==> src/rtl/io_posted_write_ctl.sv <==
// io_posted_write_ctl
//   Posted-write buffer and I/O bus sequencer placed ahead of the FSB
//   DTACK/VPA stage. Postable I/O writes are pushed into a small FIFO and
//   acknowledged at once. The FIFO then drains to the slow I/O bus in the
//   background. Non-posted cycles (reads and unpostable writes) run on the
//   I/O bus only after every buffered write has completed.
//
// Ports
//   FCLK, RESET        clock, asynchronous active-high reset
//   BACT, IOCS, IOPWCS CPU cycle active / I/O decode / postable decode
//   WR, A, D, DS       CPU direction, address, write data, byte strobes
//   IOPWReady          posted write accepted for the current CPU cycle
//   IONPReady          non-posted cycle finished for the current CPU cycle
//   RDATA              read data captured from the I/O bus
//   IOREQ, IOWR        I/O bus request (held until IOACK) and direction
//   IOA, IOD, IODS     I/O bus address, write data, byte strobes
//   IOACK, IOQ         I/O bus completion pulse and read data
module io_posted_write_ctl #(
    parameter int DEPTH = 2,
    parameter int AW    = 23,
    parameter int DW    = 16
) (
    input  logic          FCLK,
    input  logic          RESET,
    input  logic          BACT,
    input  logic          IOCS,
    input  logic          IOPWCS,
    input  logic          WR,
    input  logic [AW-1:0] A,
    input  logic [DW-1:0] D,
    input  logic [1:0]    DS,
    output logic          IOPWReady,
    output logic          IONPReady,
    output logic [DW-1:0] RDATA,
    output logic          IOREQ,
    output logic          IOWR,
    output logic [AW-1:0] IOA,
    output logic [DW-1:0] IOD,
    output logic [1:0]    IODS,
    input  logic          IOACK,
    input  logic [DW-1:0] IOQ
);

    localparam int PW = $clog2(DEPTH);
    localparam int CW = PW + 1;
    localparam int EW = AW + DW + 2;

    localparam logic [PW-1:0] PTR_ONE  = PW'(1);
    localparam logic [CW-1:0] CNT_ONE  = CW'(1);
    localparam logic [CW-1:0] CNT_FULL = CW'(DEPTH);

    typedef enum logic [1:0] {IDLE, PWDRAIN, NP, NPDONE} state_t;

    state_t        state;
    logic [EW-1:0] mem [DEPTH];
    logic [PW-1:0] wptr;
    logic [PW-1:0] rptr;
    logic [CW-1:0] count;

    // done: this CPU cycle already pushed or completed its NP access.
    // done_pw / done_np remember which, to drive the matching ready output.
    logic done;
    logic done_pw;
    logic done_np;

    logic          full;
    logic          empty;
    logic          pop;
    logic          pw_req;
    logic          push;
    logic          np_req;
    logic [EW-1:0] head;

    assign full   = (count == CNT_FULL);
    assign empty  = (count == '0);
    assign pop    = (state == PWDRAIN) && IOACK;
    assign pw_req = BACT && IOCS && IOPWCS && WR && !done;
    // A full FIFO still accepts the write on the edge where the head pops.
    assign push   = pw_req && (!full || pop);
    assign np_req = BACT && IOCS && !(IOPWCS && WR) && !done;
    assign head   = mem[rptr];

    // FIFO storage carries data only, so it is left out of reset.
    always_ff @(posedge FCLK) begin
        if (push) begin
            mem[wptr] <= {A, D, DS};
        end
    end

    always_ff @(posedge FCLK or posedge RESET) begin
        if (RESET) begin
            state     <= IDLE;
            wptr      <= '0;
            rptr      <= '0;
            count     <= '0;
            done      <= 1'b0;
            done_pw   <= 1'b0;
            done_np   <= 1'b0;
            IOPWReady <= 1'b0;
            IONPReady <= 1'b0;
            RDATA     <= '0;
            IOREQ     <= 1'b0;
            IOWR      <= 1'b0;
            IOA       <= '0;
            IOD       <= '0;
            IODS      <= '0;
        end else begin
            if (push) begin
                wptr <= wptr + PTR_ONE;
            end
            if (pop) begin
                rptr <= rptr + PTR_ONE;
            end
            case ({push, pop})
                2'b10:   count <= count + CNT_ONE;
                2'b01:   count <= count - CNT_ONE;
                default: count <= count;
            endcase

            if (!BACT) begin
                done    <= 1'b0;
                done_pw <= 1'b0;
                done_np <= 1'b0;
            end else begin
                if (push) begin
                    done    <= 1'b1;
                    done_pw <= 1'b1;
                end
                if ((state == NP) && IOACK) begin
                    done    <= 1'b1;
                    done_np <= 1'b1;
                end
            end

            // Ready outputs trail their flag by one edge and drop with BACT.
            IOPWReady <= BACT && done_pw;
            IONPReady <= BACT && done_np;

            case (state)
                IDLE: begin
                    if (!empty) begin
                        IOA   <= head[EW-1:DW+2];
                        IOD   <= head[DW+1:2];
                        IODS  <= head[1:0];
                        IOWR  <= 1'b1;
                        IOREQ <= 1'b1;
                        state <= PWDRAIN;
                    end else if (np_req) begin
                        IOA   <= A;
                        IOD   <= D;
                        IODS  <= DS;
                        IOWR  <= WR;
                        IOREQ <= 1'b1;
                        state <= NP;
                    end
                end
                PWDRAIN: begin
                    // Returning through IDLE guarantees a low IOREQ cycle.
                    if (IOACK) begin
                        IOREQ <= 1'b0;
                        state <= IDLE;
                    end
                end
                NP: begin
                    if (IOACK) begin
                        IOREQ <= 1'b0;
                        if (!IOWR) begin
                            RDATA <= IOQ;
                        end
                        state <= NPDONE;
                    end
                end
                NPDONE: begin
                    if (!BACT) begin
                        state <= IDLE;
                    end
                end
                default: state <= IDLE;
            endcase
        end
    end

endmodule

==> config.mk <==
export PLATFORM = sky130hd
export DESIGN_NAME = io_posted_write_ctl
export DESIGN_NICKNAME = d
export VERILOG_FILES = /design/src/rtl/io_posted_write_ctl.sv
export SDC_FILE = /design/constraint.sdc
export NUM_CORES = 1
export LEC_CHECK = 0
export BUFFER_PORTS_ARGS = -buffer_cell sky130_fd_sc_hd__buf_2
export CAP_MARGIN = 0
export CORE_MARGIN = 2
export CORE_UTILIZATION = 49
export DETAILED_ROUTE_END_ITERATION = 7
export MAX_ROUTING_LAYER = met4
export PLACE_DENSITY = 0.84
export SETUP_SLACK_MARGIN = 0.15
export SYNTH_ARGS = -nofsm -noshare
export SYNTH_HDL_FRONTEND = slang
export SYNTH_SLANG_ARGS = --single-unit
==> constraint.sdc <==
create_clock -name FCLK -period 3.41 [get_ports FCLK]
set_input_delay 0.5115 -clock FCLK [delete_from_list [all_inputs] [get_ports FCLK]]
set_output_delay 0.5115 -clock FCLK [all_outputs]
set_load 0.02 [all_outputs]
==> out/results.ini <==
[synthesis]
yosys-top-cells-count = sky130_fd_sc_hd__edfxtp_1, sky130_fd_sc_hd__dfrtp_1, sky130_fd_sc_hd__mux2i_1, sky130_fd_sc_hd__nand2_1, sky130_fd_sc_hd__o221a_1
mappedNetlistArea_um2 = 6010
synth_edf_count = 82
synth.ff_latch_count = 152
postSynthNetCount = 437
async_flop_share = 0.461
synthMostInstantiatedCell = sky130_fd_sc_hd__edfxtp_1
synth.yosys.seq_area_share = 0.701
ys_top_cells_by_area = sky130_fd_sc_hd__edfxtp_1, sky130_fd_sc_hd__dfrtp_1, sky130_fd_sc_hd__o221a_1
ys_types = 38
synth_ff_type = sky130_fd_sc_hd__edfxtp_1
syn-instance-count = 367
synth-warning-count = 0
synth_area_per_cell_um2 = 16.4
synth_largest_area_cell = sky130_fd_sc_hd__edfxtp_1
synth_largest_type_area_fraction = 0.410

[worst_setup_path]
critical_path_class = flop to flop
critPathRequiredTime_ps = 3520
timing.critical_path.from_type = flop
worst_ep_arrival_ps = 2750
r2r_start = state[1]$_DFFE_PP0P_
timing.critical_path.slowest_stage_cell = sky130_fd_sc_hd__nor2b_4
end_kind = flop
cp_slowest_stage_delay_ps = 660
critical_path_peak_fanout = 22
critical_path.startpoint = state[1]$_DFFE_PP0P_
worstPathCellList = inv_1 -> ha_1 -> nand2_1 -> a311oi_2 -> nor2b_4 -> buf_12

[cells_and_area]
layout-area-overhead-vs-synth_pct = 21.2
final_net_count = 567
fraction_of_layout_instances_using_a_drive_strength_above_1 = 0.369
multi_input_comb_area_um2 = 1640
finish.utilization = 0.606
layout.area.seq_um2 = 4220
insertedDiodeCount = 0
final_standard_cell_count_with_taps_included_and_fillers_excluded = 657
num-fill-cells = 930
design_area_um2 = 7280

[timing]
fin_setup_tns_ps = 0
clock_skew_ps = 11.3
worst_slew_pin_slew_ps = 1260
timing.hold.ws_ps = 288
max_frequency_mhz = 378
unrepaired_setup_endpoints_after_global_routing = false
setup-violations-final = 0
fin_crit_sh = 0.775
post-route-min-period_ps = 2640
final-max-slew-violation-count = 0
slew_headroom = 0.159
hold_viol_final = 0

[routing]
route.detailed.drc = 0
routed_wirelength_um = 11700
detail_route.wl_per_cell_um = 17.8
detail_route.vias_per_cell = 5.49
route.antenna.remaining_nets = 0
detailroute.via_count = 3606
detailed_router_s_first_iteration_violation_count = 196
drt_pass1_iterations = 4

[clocking]
cts_max_level = 4
cts_buffers = 17
clk_transition_reported_paths_ps = 60
cts.repair.resized = 0
post-cts-setup-buffer-count = 0
clkLatencyLatePin_ps = 410
cts-root-buf = sky130_fd_sc_hd__clkbuf_16
clk_path_buf_depth = 2
cts_hold_buf = 0
tritoncts_num_sinks = 152
clock_tree_from_tritoncts = yes

[die]
floorplan.initialDensity = 0.500
design.core.area_um2 = 12000
row_count = 40
fp.dieArea_um2 = 13200
die_height_um = 115
num_io_pins = 125
die_width_um = 115

[global_routing]
grt_remaining_overflow = 0
antenna_violations_before_repair = 0
grt_max_degree = 43
global_route.usage.total = 0.195
via_count_of_the_first_global_routing_pass = 3788
grt_pass1_wl_um = 18800

[run]
timing.max_cap.violations = 0

[pwr]
power-per-cell-area_nw_per_um2 = 906
power.ir.vdd_worst_mv = 0.585
cellLeakagePower_nw = 2.98

[place]
portBuffers = 124
placed_area_um2 = 6750
number_of_instances_in_the_placed_design = 625
estimated_wirelength_of_the_detail_placed_design_um = 7630
place.gp.congestion = 0.933

[hold_path]
hp-class = primary input to asynchronous set/reset pin

[run_status]
run_status = finished clean

## path summary, 6_finish.rpt
| check | slack [ps] | endpoint | cells after the start |
|---|---|---|---|
| max | 770 | mem[0][2]$_DFFE_PP_ | 6 |
| min | 290 | RDATA[6]$_DFFE_PP0P_ | 2 |
| max reg2reg | 770 | mem[0][2]$_DFFE_PP_ | 6 |
| min reg2reg | 500 | IONPReady$_DFF_PP0_ | 1 |
| max in group asynchronous | 2310 | rptr$_DFFE_PP0P_ | 3 |
| min in group FCLK | 310 | mem[0][33]$_DFFE_PP_ | 1 |
## per-stage QoR
step	total power [mW]	worst slack [ps]
after floorplan	4.33	625
final	6.60	767
after detailed placement	4.98	774
after global routing	6.96	572
after global placement	4.89	891
after CTS	6.66	771
## final cells by class
| cell class | instances | area share |
|---|---|---|
| flip-flops and latches | 152 | 0.579 |
| inverters | 5 | 0.00258 |
| clock inverters | 4 | 0.00275 |
| multi-input cells | 190 | 0.225 |
| clock buffers | 28 | 0.0696 |
| well taps | 147 | 0.0253 |
| repair buffers | 131 | 0.0959 |
## state kept, by name, summed over array words and instances (netlist names)
name and flops:
IOD 16, IOPWReady 1, mem 82, count 2
IOA 23, RDATA 16, done_pw 1, rptr 1
IODS 2, state 2, IONPReady 1, wptr 1
IOREQ 1, done 1, done_np 1, IOWR 1
## placed cells by master, fill, tap and decap left out, types with 3 or more instances in the layout
cell type                     n
sky130_fd_sc_hd__inv_1        4
sky130_fd_sc_hd__clkinv_2     4
sky130_fd_sc_hd__edfxtp_1    82
sky130_fd_sc_hd__o21ai_0      3
sky130_fd_sc_hd__clkbuf_1     7
sky130_fd_sc_hd__o221a_1     41
sky130_fd_sc_hd__mux2_2      16
sky130_fd_sc_hd__clkbuf_8     4
sky130_fd_sc_hd__nand2_1     43
sky130_fd_sc_hd__nor2_1       4
sky130_fd_sc_hd__and2_1       3
sky130_fd_sc_hd__buf_2      124
sky130_fd_sc_hd__ha_1         6
sky130_fd_sc_hd__buf_4        5
sky130_fd_sc_hd__a21oi_1      4
sky130_fd_sc_hd__clkbuf_16   17
sky130_fd_sc_hd__mux2i_1     43
sky130_fd_sc_hd__dfrtp_1     69
## critical path, delay by kind of cell, from the launching register on
family | cells | cell delay, ps
and+or+nand+nor | 2 | 810
AOI/OAI and AO/OA | 1 | 500
DFF | 1 | 420
buffers and inverters | 2 | 390
adders and majority gates | 1 | 210
## cells by family (layout without fill, tap and decap cells)
group	after synthesis	count (layout)	share of synthesized area
simple gates	64	64	0.0508
flops	152	152	0.701
compound gates	57	57	0.0993
xor+xnor	3	3	0.00437
fa+ha+maj	6	6	0.0125
mux	60	60	0.104
buf+inv	25	168	0.0275
## layer usage
metal / routed length [um] / GRT usage / share of wire
met1: 5040 / 0.245 / 0.43
met5: 0 / - / 0
met3: 793 / 0.0696 / 0.068
met4: 99 / 0.0627 / 0.0085
met2: 5730 / 0.299 / 0.49
## power by group
part	internal, mW	switching, mW
Combinational	0.970	1.23
Clock	1.00	0.658
Sequential	2.37	0.368
Total	4.35	2.25
No activity file was read; power rests on OpenSTA's default activity.
